`src/rtl/lfm_pkg.sv`:
```
// Shared types and default widths for the LFM chirp burst sequencer.
package lfm_pkg;

  localparam int LFM_N_PHASE = 32;
  localparam int LFM_CNT_W   = 20;
  localparam int LFM_NCH_W   = 8;

  typedef enum logic [2:0] {
    ST_IDLE  = 3'd0,
    ST_LOAD  = 3'd1,
    ST_CHIRP = 3'd2,
    ST_GAP   = 3'd3,
    ST_DONE  = 3'd4
  } lfm_state_e;

endpackage

```
`src/rtl/lfm_chirp_sequencer_if.sv`:
```
// Control-side config/command bus and DDS-side outputs of the chirp sequencer.
interface lfm_chirp_sequencer_if
  import lfm_pkg::*;
#(
  parameter int N_PHASE = LFM_N_PHASE,
  parameter int CNT_W   = LFM_CNT_W,
  parameter int NCH_W   = LFM_NCH_W
);
  logic               cfg_valid;
  logic               cfg_ready;
  logic [N_PHASE-1:0] cfg_ftw0;
  logic [N_PHASE-1:0] cfg_dftw;
  logic [CNT_W-1:0]   cfg_len;
  logic [CNT_W-1:0]   cfg_gap;
  logic [NCH_W-1:0]   cfg_nchirp;
  logic               start;
  logic               abort;
  logic               dds_rst_n;
  logic               dds_load;
  logic [N_PHASE-1:0] dds_ftw;
  logic [N_PHASE-1:0] dds_dftw;
  logic               tx_gate;
  logic [NCH_W-1:0]   chirp_idx;
  logic               busy;
  logic               done;
  logic               aborted;
  logic               cfg_err;

  modport master (
    output cfg_valid, cfg_ftw0, cfg_dftw, cfg_len, cfg_gap, cfg_nchirp, start, abort,
    input  cfg_ready, dds_rst_n, dds_load, dds_ftw, dds_dftw, tx_gate, chirp_idx,
           busy, done, aborted, cfg_err
  );

  modport slave (
    input  cfg_valid, cfg_ftw0, cfg_dftw, cfg_len, cfg_gap, cfg_nchirp, start, abort,
    output cfg_ready, dds_rst_n, dds_load, dds_ftw, dds_dftw, tx_gate, chirp_idx,
           busy, done, aborted, cfg_err
  );
endinterface

```
`src/rtl/lfm_seg_counter.sv`:
```
// Loadable down-counter timing both the chirp and the gap segments.
module lfm_seg_counter #(
  parameter int CNT_W = 20
) (
  input  logic             clk,
  input  logic             rst_n,
  input  logic             load_i,
  input  logic             en_i,
  input  logic [CNT_W-1:0] load_val_i,
  output logic             zero_o
);
  logic [CNT_W-1:0] cnt_q, cnt_d;

  always_comb begin
    cnt_d = cnt_q;
    if (load_i)    cnt_d = load_val_i;
    else if (en_i) cnt_d = cnt_q - CNT_W'(1);
  end

  always_ff @(posedge clk or negedge rst_n) begin
    if (!rst_n) cnt_q <= '0;
    else        cnt_q <= cnt_d;
  end

  assign zero_o = (cnt_q == '0);
endmodule

```
`src/rtl/lfm_chirp_sequencer.sv`:
```
// Burst controller for the LFM DDS: latches a chirp config, then runs N chirps of LEN samples spaced by GAP.
module lfm_chirp_sequencer
  import lfm_pkg::*;
#(
  parameter int N_PHASE = LFM_N_PHASE,
  parameter int CNT_W   = LFM_CNT_W,
  parameter int NCH_W   = LFM_NCH_W
) (
  input  logic clk,
  input  logic rst_n,
  lfm_chirp_sequencer_if.slave bus
);
  lfm_state_e         state_q, state_d;
  logic [N_PHASE-1:0] ftw0_q, dftw_q, eff_ftw0, eff_dftw;
  logic [CNT_W-1:0]   len_q, gap_q, eff_len;
  logic [NCH_W-1:0]   nch_q, eff_nch, nch_last;
  logic [NCH_W-1:0]   idx_q, idx_d;
  logic [N_PHASE-1:0] dds_ftw_q, dds_dftw_q;
  logic               cfg_we, err_d, aborted_d;
  logic               load_q, chirp_q, busy_q, done_q, aborted_q, cfg_err_q;
  logic               cnt_load, cnt_en, cnt_zero;
  logic [CNT_W-1:0]   cnt_val;

  // A write in the same cycle as start must take effect for that burst.
  assign cfg_we   = (state_q == ST_IDLE) && bus.cfg_valid;
  assign eff_ftw0 = cfg_we ? bus.cfg_ftw0   : ftw0_q;
  assign eff_dftw = cfg_we ? bus.cfg_dftw   : dftw_q;
  assign eff_len  = cfg_we ? bus.cfg_len    : len_q;
  assign eff_nch  = cfg_we ? bus.cfg_nchirp : nch_q;
  assign nch_last = nch_q - NCH_W'(1);

  lfm_seg_counter #(.CNT_W(CNT_W)) u_seg (
    .clk       (clk),
    .rst_n     (rst_n),
    .load_i    (cnt_load),
    .en_i      (cnt_en),
    .load_val_i(cnt_val),
    .zero_o    (cnt_zero)
  );

  always_comb begin
    state_d   = state_q;
    idx_d     = idx_q;
    err_d     = 1'b0;
    aborted_d = 1'b0;
    cnt_load  = 1'b0;
    cnt_en    = 1'b0;
    cnt_val   = '0;
    case (state_q)
      ST_IDLE: begin
        if (bus.start && !bus.abort) begin
          if (eff_len == '0 || eff_nch == '0) begin
            err_d = 1'b1;
          end else begin
            state_d = ST_LOAD;
            idx_d   = '0;
          end
        end
      end
      ST_LOAD: begin
        cnt_load = 1'b1;
        cnt_val  = len_q - CNT_W'(1);
        state_d  = ST_CHIRP;
      end
      ST_CHIRP: begin
        if (!cnt_zero) begin
          cnt_en = 1'b1;
        end else if (idx_q == nch_last) begin
          state_d = ST_DONE;
        end else if (gap_q == '0) begin
          state_d = ST_LOAD;
          idx_d   = idx_q + NCH_W'(1);
        end else begin
          state_d  = ST_GAP;
          cnt_load = 1'b1;
          cnt_val  = gap_q - CNT_W'(1);
        end
      end
      ST_GAP: begin
        if (!cnt_zero) begin
          cnt_en = 1'b1;
        end else begin
          state_d = ST_LOAD;
          idx_d   = idx_q + NCH_W'(1);
        end
      end
      ST_DONE: state_d = ST_IDLE;
      default: state_d = ST_IDLE;
    endcase
    if (bus.abort && state_q != ST_IDLE) begin
      state_d   = ST_IDLE;
      idx_d     = idx_q;
      aborted_d = 1'b1;
      cnt_load  = 1'b0;
      cnt_en    = 1'b0;
    end
  end

  always_ff @(posedge clk or negedge rst_n) begin
    if (!rst_n) begin
      ftw0_q <= '0;
      dftw_q <= '0;
      len_q  <= '0;
      gap_q  <= '0;
      nch_q  <= '0;
    end else if (cfg_we) begin
      ftw0_q <= bus.cfg_ftw0;
      dftw_q <= bus.cfg_dftw;
      len_q  <= bus.cfg_len;
      gap_q  <= bus.cfg_gap;
      nch_q  <= bus.cfg_nchirp;
    end
  end

  // Outputs are registered from the next state so they line up with the state they describe.
  always_ff @(posedge clk or negedge rst_n) begin
    if (!rst_n) begin
      state_q    <= ST_IDLE;
      idx_q      <= '0;
      load_q     <= 1'b0;
      chirp_q    <= 1'b0;
      busy_q     <= 1'b0;
      done_q     <= 1'b0;
      aborted_q  <= 1'b0;
      cfg_err_q  <= 1'b0;
      dds_ftw_q  <= '0;
      dds_dftw_q <= '0;
    end else begin
      state_q   <= state_d;
      idx_q     <= idx_d;
      load_q    <= (state_d == ST_LOAD);
      chirp_q   <= (state_d == ST_CHIRP);
      busy_q    <= (state_d != ST_IDLE);
      done_q    <= (state_d == ST_DONE);
      aborted_q <= aborted_d;
      cfg_err_q <= err_d;
      if (state_d == ST_LOAD) begin
        dds_ftw_q  <= eff_ftw0;
        dds_dftw_q <= eff_dftw;
      end
    end
  end

  assign bus.cfg_ready = (state_q == ST_IDLE);
  assign bus.dds_rst_n = chirp_q;
  assign bus.tx_gate   = chirp_q;
  assign bus.dds_load  = load_q;
  assign bus.dds_ftw   = dds_ftw_q;
  assign bus.dds_dftw  = dds_dftw_q;
  assign bus.chirp_idx = idx_q;
  assign bus.busy      = busy_q;
  assign bus.done      = done_q;
  assign bus.aborted   = aborted_q;
  assign bus.cfg_err   = cfg_err_q;
endmodule

```
`src/flat_wrapper.sv`:
```
// flat-port wrapper written by rule: the top's interface ports become plain ports
module lfm_chirp_sequencer_flat import lfm_pkg::*;
#(
  parameter int N_PHASE = LFM_N_PHASE,
  parameter int CNT_W   = LFM_CNT_W,
  parameter int NCH_W   = LFM_NCH_W
)
  (clk, rst_n, bus_cfg_valid, bus_cfg_ftw0, bus_cfg_dftw, bus_cfg_len, bus_cfg_gap, bus_cfg_nchirp, bus_start, bus_abort, bus_cfg_ready, bus_dds_rst_n, bus_dds_load, bus_dds_ftw, bus_dds_dftw, bus_tx_gate, bus_chirp_idx, bus_busy, bus_done, bus_aborted, bus_cfg_err);
  lfm_chirp_sequencer_if #(.N_PHASE(N_PHASE), .CNT_W(CNT_W), .NCH_W(NCH_W)) bus_i ();
  input  logic clk;
  input  logic rst_n;
  input wire logic [$bits(bus_i.cfg_valid)-1:0] bus_cfg_valid;
  input wire logic [$bits(bus_i.cfg_ftw0)-1:0] bus_cfg_ftw0;
  input wire logic [$bits(bus_i.cfg_dftw)-1:0] bus_cfg_dftw;
  input wire logic [$bits(bus_i.cfg_len)-1:0] bus_cfg_len;
  input wire logic [$bits(bus_i.cfg_gap)-1:0] bus_cfg_gap;
  input wire logic [$bits(bus_i.cfg_nchirp)-1:0] bus_cfg_nchirp;
  input wire logic [$bits(bus_i.start)-1:0] bus_start;
  input wire logic [$bits(bus_i.abort)-1:0] bus_abort;
  output wire logic [$bits(bus_i.cfg_ready)-1:0] bus_cfg_ready;
  output wire logic [$bits(bus_i.dds_rst_n)-1:0] bus_dds_rst_n;
  output wire logic [$bits(bus_i.dds_load)-1:0] bus_dds_load;
  output wire logic [$bits(bus_i.dds_ftw)-1:0] bus_dds_ftw;
  output wire logic [$bits(bus_i.dds_dftw)-1:0] bus_dds_dftw;
  output wire logic [$bits(bus_i.tx_gate)-1:0] bus_tx_gate;
  output wire logic [$bits(bus_i.chirp_idx)-1:0] bus_chirp_idx;
  output wire logic [$bits(bus_i.busy)-1:0] bus_busy;
  output wire logic [$bits(bus_i.done)-1:0] bus_done;
  output wire logic [$bits(bus_i.aborted)-1:0] bus_aborted;
  output wire logic [$bits(bus_i.cfg_err)-1:0] bus_cfg_err;
  assign bus_i.cfg_valid = bus_cfg_valid;
  assign bus_i.cfg_ftw0 = bus_cfg_ftw0;
  assign bus_i.cfg_dftw = bus_cfg_dftw;
  assign bus_i.cfg_len = bus_cfg_len;
  assign bus_i.cfg_gap = bus_cfg_gap;
  assign bus_i.cfg_nchirp = bus_cfg_nchirp;
  assign bus_i.start = bus_start;
  assign bus_i.abort = bus_abort;
  assign bus_cfg_ready = bus_i.cfg_ready;
  assign bus_dds_rst_n = bus_i.dds_rst_n;
  assign bus_dds_load = bus_i.dds_load;
  assign bus_dds_ftw = bus_i.dds_ftw;
  assign bus_dds_dftw = bus_i.dds_dftw;
  assign bus_tx_gate = bus_i.tx_gate;
  assign bus_chirp_idx = bus_i.chirp_idx;
  assign bus_busy = bus_i.busy;
  assign bus_done = bus_i.done;
  assign bus_aborted = bus_i.aborted;
  assign bus_cfg_err = bus_i.cfg_err;
  lfm_chirp_sequencer #(.N_PHASE(N_PHASE), .CNT_W(CNT_W), .NCH_W(NCH_W)) u_core (.clk(clk), .rst_n(rst_n), .bus(bus_i));
endmodule
```
`config.mk`:
```
export PLATFORM = sky130hd
export DESIGN_NAME = lfm_chirp_sequencer_flat
export DESIGN_NICKNAME = d
export VERILOG_FILES = /design/src/rtl/lfm_pkg.sv /design/src/rtl/lfm_chirp_sequencer_if.sv /design/src/rtl/lfm_seg_counter.sv /design/src/rtl/lfm_chirp_sequencer.sv /design/src/flat_wrapper.sv
export SDC_FILE = /design/constraint.sdc
export NUM_CORES = 1
export LEC_CHECK = 0
export ABC_AREA = 0
export CAP_MARGIN = 20
export CORE_ASPECT_RATIO = 2
export CORE_MARGIN = 2
export CORE_UTILIZATION = 35
export CTS_BUF_LIST = sky130_fd_sc_hd__clkbuf_2 sky130_fd_sc_hd__clkbuf_4 sky130_fd_sc_hd__clkbuf_8
export CTS_CLUSTER_SIZE = 40
export DETAILED_ROUTE_END_ITERATION = 8
export GPL_TIMING_DRIVEN = 0
export HOLD_SLACK_MARGIN = 0.15
export PLACE_DENSITY_LB_ADDON = 0.3
export SETUP_SLACK_MARGIN = 0.15
export SYNTH_ARGS = -nofsm -noshare
export SYNTH_HDL_FRONTEND = slang
export SYNTH_SLANG_ARGS = --single-unit
```
`constraint.sdc`:
```
create_clock -name clk -period 3.23 [get_ports clk]
set_input_delay 0.646 -clock clk [delete_from_list [all_inputs] [get_ports clk]]
set_output_delay 0.646 -clock clk [all_outputs]
set_load 0.01 [all_outputs]
```
==> results.txt, run 1 <==
The sequential cell area fraction in the yosys report was 52.7%; the share of cells above drive strength 1 was 19.1%. Leakage power figure: 6.60 nW. The type of the most critical hold path is in -> async. The post-route antenna net violation count is 0, and the distinct cell type count after synthesis is 66. The slowest stage of the critical path belongs to the cell sky130_fd_sc_hd__or4_4. The run gives 0 as the final-report max-slew violation count. For this run, design rule violations remaining after detail routing come to 0.

The number of buffers and inverters on the critical path is 5. The final clock skew is 0.0283 ns, and the number of rows in the core area is 88. The routed length per placed instance was 16.7 µm.

Overall fraction of global-route tracks in use: 18.2%. The flow ran to the end, but the final reports show violations. TritonCTS built the clock tree. During placement, the flow inserted port buffers numbering 196. Counting stages on the worst path, the most repeated cell is sky130_fd_sc_hd__buf_6. In the final design database the tool counted 1433 nets. The share of Yosys cell area claimed by the top area cell type is 52.7%, and the area of the mapped netlist is 10100 µm². The tools report the number of endpoints failing setup at the final stage as 76. The clock root buffer was sky130_fd_sc_hd__clkbuf_8.

The final reports fail on negative setup slack. The floorplan step set the die width to 124 µm. Subtracting the final worst setup slack from the clock period gives 3.45 ns. STA classifies the critical path startpoint as a register. After technology mapping, the gate count stands at 1032.

The logs give 119 for the largest net degree at the start of global routing and 19200 µm for the estimated wirelength of the detail-placed design. The highest achievable clock rate came out at 290 MHz. At the worst endpoint, the arrival time is 3.88 ns. The floorplan step set the die height to 244 µm. The number of placed I/O pins was 197; the overall routed net length was 28300 µm.

In the final layout, the multi-input gates occupy 4810 µm². After synthesis the netlist holds a flip-flop and latch count of 213. The via count of the first global-routing pass is 8864, and the via count is 8564. The commonest cells after synthesis are 361 x sky130_fd_sc_hd__nand2_1, 213 x sky130_fd_sc_hd__dfrtp_1, 37 x sky130_fd_sc_hd__mux2_2.

The critical setup path kind is reg -> reg. Hold repair after CTS inserted 0 buffers. The minimum setup slack in the final design is -0.220 ns, and the post-route setup TNS is -11.62 ns. Among all cell types in the netlist, the one instantiated most often is sky130_fd_sc_hd__nand2_1.

After clock tree synthesis, the clock-pin slew on the worst setup and hold paths is 0.07 ns. In the routed layout, each cell is associated on average with a via count of 5.06. Power spread over the standard cell area amounts to 711 nW/µm².

The predominant post-synthesis flop cell is sky130_fd_sc_hd__dfrtp_1. The DRC violation total after the first TritonRoute iteration is 365. The maximum single-stage delay on the critical path is 0.54 ns, and the yosys synthesis warning count is 0. The worst register-to-register path has a setup slack of -0.22 ns. The worst setup path is captured at a register. The logs give 0 for the count of max-cap constraint violations and 34 for the number of buffers created by CTS. Setup repair after global routing could not meet its margin everywhere. Routability-driven placement finished with a final weighted congestion of 0.889.

The length of the first detailed-routing pass in iterations was 7. The longest clock path from root to sink contains 3 buffers. In the synthesized netlist the async set-or-reset flop fraction comes to 100%. The run gives 10.3 mW as the total chip power. For the required time at the worst-slack endpoint, the log shows 3.66 ns.

The synthesized netlist net count was 1155. Yosys mapped a number of flops with a built-in enable equal to 0. The final hold violation count came out at 0. Walking the worst path, the cells encountered are or4_4, buf_6, or3_4, a2111oi_4, o2111ai_2, and2_4, buf_6, or3_4, buf_6, buf_12, clkbuf_16, mux2_4. The repair_antennas step left the layout with diodes totalling 0.

The run gives 0 as the number of antenna violations at the first check in global routing. The first global-routing pass estimated 45500 µm of wire. The area of the die came out at 30400 µm². Of all cell types, the one taking the most synthesized area is sky130_fd_sc_hd__dfrtp_1. Prior to clock tree synthesis, the placed netlist has a worst setup slack of -0.884 ns. The total core area is 28600 µm².

After synthesis, the cell types taking the most area are sky130_fd_sc_hd__dfrtp_1 53%, sky130_fd_sc_hd__nand2_1 13%, sky130_fd_sc_hd__mux2_4 4.2%. The actual slew at the worst max-slew pin works out to 0.727 ns. The tools report the initial cell density of the core as 35.3%. Clock latency on the worst-skew pair, taken at its later pin, is 0.55 ns.

Of the available clock period, the critical path in the final layout requires 107%. In this run the tightest slew margin relative to its limit is 51.4%. The critical path's top delay family was simple AND/OR/NAND/NOR gates. The filler cells instantiated in the layout total 2629.

The tools report the number of H-tree levels as 2. The number of clock sinks came out at 213. Register cell area after layout: 5330 µm².

Dividing the synthesized area by the synthesized cell count gives 9.80 µm². The growth of design area from synthesis to finish is 42.6%, and the largest fanout on the critical path is 8. IR analysis of the VDD net gives a maximum drop of 0.499 mV. For this run the aggregate overflow at the end of global routing stands at 0.
[final timing paths]
check                      cells after the start                       to               from
max in group asynchronous                      3   u_core.bus.dds_ftw[10]              rst_n
hold reg to reg                                2        u_core.ftw0_q[29]  u_core.ftw0_q[29]
setup / recovery                              12  u_core.bus.dds_dftw[16]    u_core.nch_q[1]
setup reg to reg                              12  u_core.bus.dds_dftw[16]    u_core.nch_q[1]
min in group clk                               2        u_core.ftw0_q[29]  u_core.ftw0_q[29]
hold / removal                                 2    u_core.u_seg.cnt_q[3]              rst_n
[final cells by class]
| type | instances | share of cell area, % |
|---|---|---|
| repair inverters | 1 | 0.0780 |
| clock buffers | 53 | 4.58 |
| plain buffers | 50 | 3.07 |
| clock inverters | 5 | 0.572 |
| repair buffers | 243 | 17.8 |
| multi-input cells | 751 | 33.3 |
| flip-flops and latches | 213 | 36.9 |
| inverters | 16 | 0.503 |
| well taps | 360 | 3.12 |
[logic make-up after synthesis]
| logic type | share of synthesized area, % |
|---|---|
| AOI/OAI and AO/OA | 7.26 |
| xor gates and xnor gates | 3.64 |
| adders and majority gates | 0.742 |
| buffers and inverters | 3.39 |
| DFF | 52.7 |
| muxes | 8.87 |
| and+or+nand+nor | 23.4 |
[state kept, by name (all words and copies together), names as in the netlist]
signal / count
u_core.bus.busy: 1
u_core.bus.done: 1
u_core.bus.chirp_idx: 8
u_core.dftw_q: 32
u_core.bus.dds_rst_n: 1
u_core.state_q: 3
u_core.bus.dds_ftw: 32
u_core.len_q: 20
u_core.u_seg.cnt_q: 20
u_core.bus.cfg_err: 1
u_core.bus.dds_load: 1
u_core.bus.aborted: 1
u_core.bus.dds_dftw: 32
u_core.ftw0_q: 32
u_core.nch_q: 8
u_core.gap_q: 20
[through the flow]
stage | std cells | area, µm² | hold slack [ns] | utilization, %
6_report | 1692 | 14400 | 0.0988 | 50.4
5_1_grt | 1692 | 14400 | 0.186 | 50.4
4_1_cts | 1679 | 14100 | 0.163 | 49.2
3_5_place_dp | 1590 | 12600 | 0.455 | 44.0
3_3_place_gp | 1588 | 12500 | 0.450 | 43.8
2_1_floorplan | 1032 | 10100 | 0.350 | -
[metal layers]
metal / global-route usage [%] / vias up / wire length [µm] / share of wire (%)
li1: - / 4076 / - / -
met1: 23.7 / 4127 / 12100 / 43
met2: 29.3 / 302 / 13300 / 47
met3: 4.99 / 59 / 2100 / 7.4
met4: 6.08 / 0 / 778 / 2.7
met5: 0 / - / 0 / 0
[layout by cell type (no fill, tap or decap), types with 8 or more instances in the layout]
master,netlist,layout
sky130_fd_sc_hd__nand3_1,10,10
sky130_fd_sc_hd__o21ai_2,0,9
sky130_fd_sc_hd__dfrtp_1,213,212
sky130_fd_sc_hd__and3_1,8,8
sky130_fd_sc_hd__nor4_1,28,22
sky130_fd_sc_hd__clkdlybuf4s50_1,0,195
sky130_fd_sc_hd__inv_1,15,14
sky130_fd_sc_hd__clkbuf_8,0,44
sky130_fd_sc_hd__buf_4,5,19
sky130_fd_sc_hd__mux2_2,37,37
sky130_fd_sc_hd__nand2b_1,11,10
sky130_fd_sc_hd__or3_1,15,14
sky130_fd_sc_hd__o211ai_1,8,8
sky130_fd_sc_hd__nor2_1,35,35
sky130_fd_sc_hd__clkbuf_1,33,23
sky130_fd_sc_hd__nor3_1,19,17
sky130_fd_sc_hd__o21ai_0,27,12
sky130_fd_sc_hd__xnor2_1,24,24
sky130_fd_sc_hd__clkbuf_4,0,11
sky130_fd_sc_hd__mux2_4,28,28
sky130_fd_sc_hd__nand2_1,361,359
sky130_fd_sc_hd__buf_12,3,12
sky130_fd_sc_hd__xor2_1,18,18
sky130_fd_sc_hd__buf_6,1,18
[power by group]
part           internal, mW  switching, mW
clock                  1.46           1.11
sequential             3.50          0.569
combinational          2.03           1.58
[what timing repair did]
action	CTS	global route
cloned	5	5
setup buffers	27	9
gates resized for setup	114	37
pin swaps	45	22
endpoints found under the setup margin	144	95
Note: power is estimated with default switching activity, not from simulation.
==> run 2: changes to the inputs <==
--- a/config.mk
+++ b/config.mk
@@ -10,7 +10,7 @@
 export CORE_ASPECT_RATIO = 2
 export CORE_MARGIN = 2
 export CORE_UTILIZATION = 35
-export CTS_BUF_LIST = sky130_fd_sc_hd__clkbuf_2 sky130_fd_sc_hd__clkbuf_4 sky130_fd_sc_hd__clkbuf_8
+export CTS_BUF_LIST = sky130_fd_sc_hd__clkbuf_8
 export CTS_CLUSTER_SIZE = 40
 export DETAILED_ROUTE_END_ITERATION = 8
 export GPL_TIMING_DRIVEN = 0
==> run 2 against run 1 <==
The flow still finishes with violations (negative setup slack). Via count shrank 0.65%. Highest routed layer unchanged. Worst setup slack lost 0.0040 ns. Final cell count is essentially flat. Sequential power is essentially flat.
==> results.txt, run 2 (synthesis gave the netlist of run 1 again) <==
The run finished, with violations left. The final reports fail on negative setup slack. The chip height is 244 µm, and the global-route wire length before repair is 45400 µm. Once detail routing completed, the nets flagged for antenna violations numbered 0. The per-cell via count in the routed design was 5.03. The min-delay analysis places its worst path in the category in -> async.

The die is 124 µm wide. The run gives 0.55 ns as the clock latency reported for the late side of the worst-skew pair. After filler insertion, the fill cell instance count of the layout stands at 2645.

The worst hold slack was 0.135 ns. Number of rows in the core area: 88. The count of buffers added on input and output ports is 196. Clock-pin slew was measured on the worst setup and hold paths at 0.07 ns. Via count of the first global-routing pass: 8860. The worst-case IR drop observed on VDD is 0.496 mV. The largest fanout on the critical path is 8. The run gives 8508 as the via count.

Final critical-path required period: 3.45 ns. The floorplan step defined a die boundary enclosing 30400 µm². The run gives 28000 µm as the overall routed net length.

Setup repair after global routing could not meet its margin everywhere. The post-route setup TNS came out at -12.53 ns. For the deepest clock path buffer count, the log shows 3. The DRC violation total after the first TritonRoute iteration was 334.

The tools report the final hold violation count as 0. Dividing total power by cell area gives a power density of 706 nW/µm². Counting every sink on the clock net gives 213.

The wire-length estimate of the detail-placed layout is 19200 µm. The tools report the startpoint class of the critical path as a register. The first TritonRoute pass finished after 7 iterations.

The tools report the number of DRC violations after detailed routing as 0. Cells with a size suffix above 1 make up 18.1% of the layout. The tools report the final-report max-slew violation count as 0.

Entering global routing, the biggest net connects 119 pins. The tools report the number of diodes added for antenna fixing as 0. STA puts the critical path data arrival time at 3.88 ns.

The minimum setup slack in the final design was -0.224 ns; the final cycle utilization of the critical path was 107%. Dividing the detail-routed wire length by the instance count gives 16.6 µm. CTS placed an instance of sky130_fd_sc_hd__clkbuf_8 at the clock tree root.

The run gives 1691 as the number of non-filler instances in the completed layout. Measured against its own limit, the worst slew margin works out to 49.9%. For this design the top-level I/O count stands at 197. Worst setup slack after placement: -0.884 ns. STA classifies the critical path endpoint as a register.

For this design the static power due to leakage is 6.63 nW. TritonCTS built the clock tree. The initial cell density of the core is 35.3%. The net count of the finished layout is 1432.

Including well taps, the total number of placed cells is 1590. The number of antenna violations at the first check in global routing was 0; the remaining global-route overflow was 0. The congestion estimate from routability-driven global placement came to 0.889. Between clock sinks in the finished design, the worst skew comes to 0.0303 ns. The library cells used most frequently in the layout, excluding fill and tap cells, are 359 x sky130_fd_sc_hd__nand2_1, 212 x sky130_fd_sc_hd__dfrtp_1, 195 x sky130_fd_sc_hd__clkdlybuf4s50_1, 44 x sky130_fd_sc_hd__clkbuf_8, 34 x sky130_fd_sc_hd__nor2_1.

Leaving out fill and tap cells, the most frequent cell in the layout is sky130_fd_sc_hd__nand2_1. The actual slew at the worst max-slew pin was 0.750 ns. Max-cap violations in this run came to 0. The setup path with the least slack is of type reg -> reg.

The core region is 28600 µm². The tools report the number of endpoints failing setup at the final stage as 70. The growth of design area from synthesis to finish was 41.9%; the number of buffers created by CTS was 34.

STA puts the critical path data required time at 3.66 ns. The H-tree was split into 2 levels. Global routing consumed, over all layers together, 18.1% of the routing resources. Timing would allow up to 290 MHz.
## run 2: metal layers
metal / up-vias / global-route usage [%] / routed length [µm]
met5: - / 0 / 0
met4: 0 / 6.18 / 758
met3: 62 / 5.01 / 2060
met2: 292 / 29.1 / 13200
met1: 4074 / 23.7 / 12000
li1: 4080 / - / -
## run 2: final timing paths
kind,from,to,slack (ns),depth (start not counted)
hold reg to reg,u_core.ftw0_q[29],u_core.ftw0_q[29],0.47,2
min in group clk,u_core.ftw0_q[29],u_core.ftw0_q[29],0.47,2
hold / removal,rst_n,u_core.gap_q[5],0.13,2
max in group asynchronous,rst_n,u_core.bus.dds_ftw[10],2.18,3
setup / recovery,u_core.nch_q[1],u_core.bus.dds_dftw[13],-0.22,12
setup reg to reg,u_core.nch_q[1],u_core.bus.dds_dftw[13],-0.22,12
## run 2: critical path, stage by stage, from the launching register on
cell and delay, ns:
sky130_fd_sc_hd__dfrtp_1 0.40, sky130_fd_sc_hd__or4_4 0.54, sky130_fd_sc_hd__buf_6 0.14, sky130_fd_sc_hd__or3_4 0.39, sky130_fd_sc_hd__a2111oi_4 0.37, sky130_fd_sc_hd__o2111ai_2 0.17
sky130_fd_sc_hd__and2_4 0.17, sky130_fd_sc_hd__buf_6 0.11, sky130_fd_sc_hd__or3_4 0.33, sky130_fd_sc_hd__buf_6 0.14, sky130_fd_sc_hd__buf_12 0.15, sky130_fd_sc_hd__clkbuf_16 0.16
sky130_fd_sc_hd__mux2_4 0.29
## run 2: what timing repair did
| action | CTS | global route |
|---|---|---|
| resized for setup | 111 | 34 |
| setup buffers | 26 | 9 |
| hold buffers | 0 | 0 |
| cloned | 5 | 4 |
| pin swaps | 41 | 17 |
| endpoints found under the setup margin | 144 | 96 |
## run 2: layout make-up
class,instances,area (µm²),area share (%)
Buffer,51,452,3.15
Clock buffer,42,578,4.03
Clock inverter,16,124,0.863
Inverter,16,72.6,0.506
Multi-Input combinational cell,751,4790,33.4
Sequential cell,213,5330,37.1
Tap cell,360,450,3.14
Timing Repair Buffer,242,2560,17.8
## run 2: stage by stage
stage	util, %	power (mW)	cell area [µm²]
floorplan	-	5.77	10100
global placement	43.8	7.29	12500
detailed placement	44.0	7.37	12600
CTS	49.0	10.1	14000
global route	50.1	10.8	14400
finish	50.1	10.1	14400
## run 2: power by group
part	internal, mW	switching, mW
registers	3.50	0.572
clock network	1.34	1.10
logic	2.04	1.57
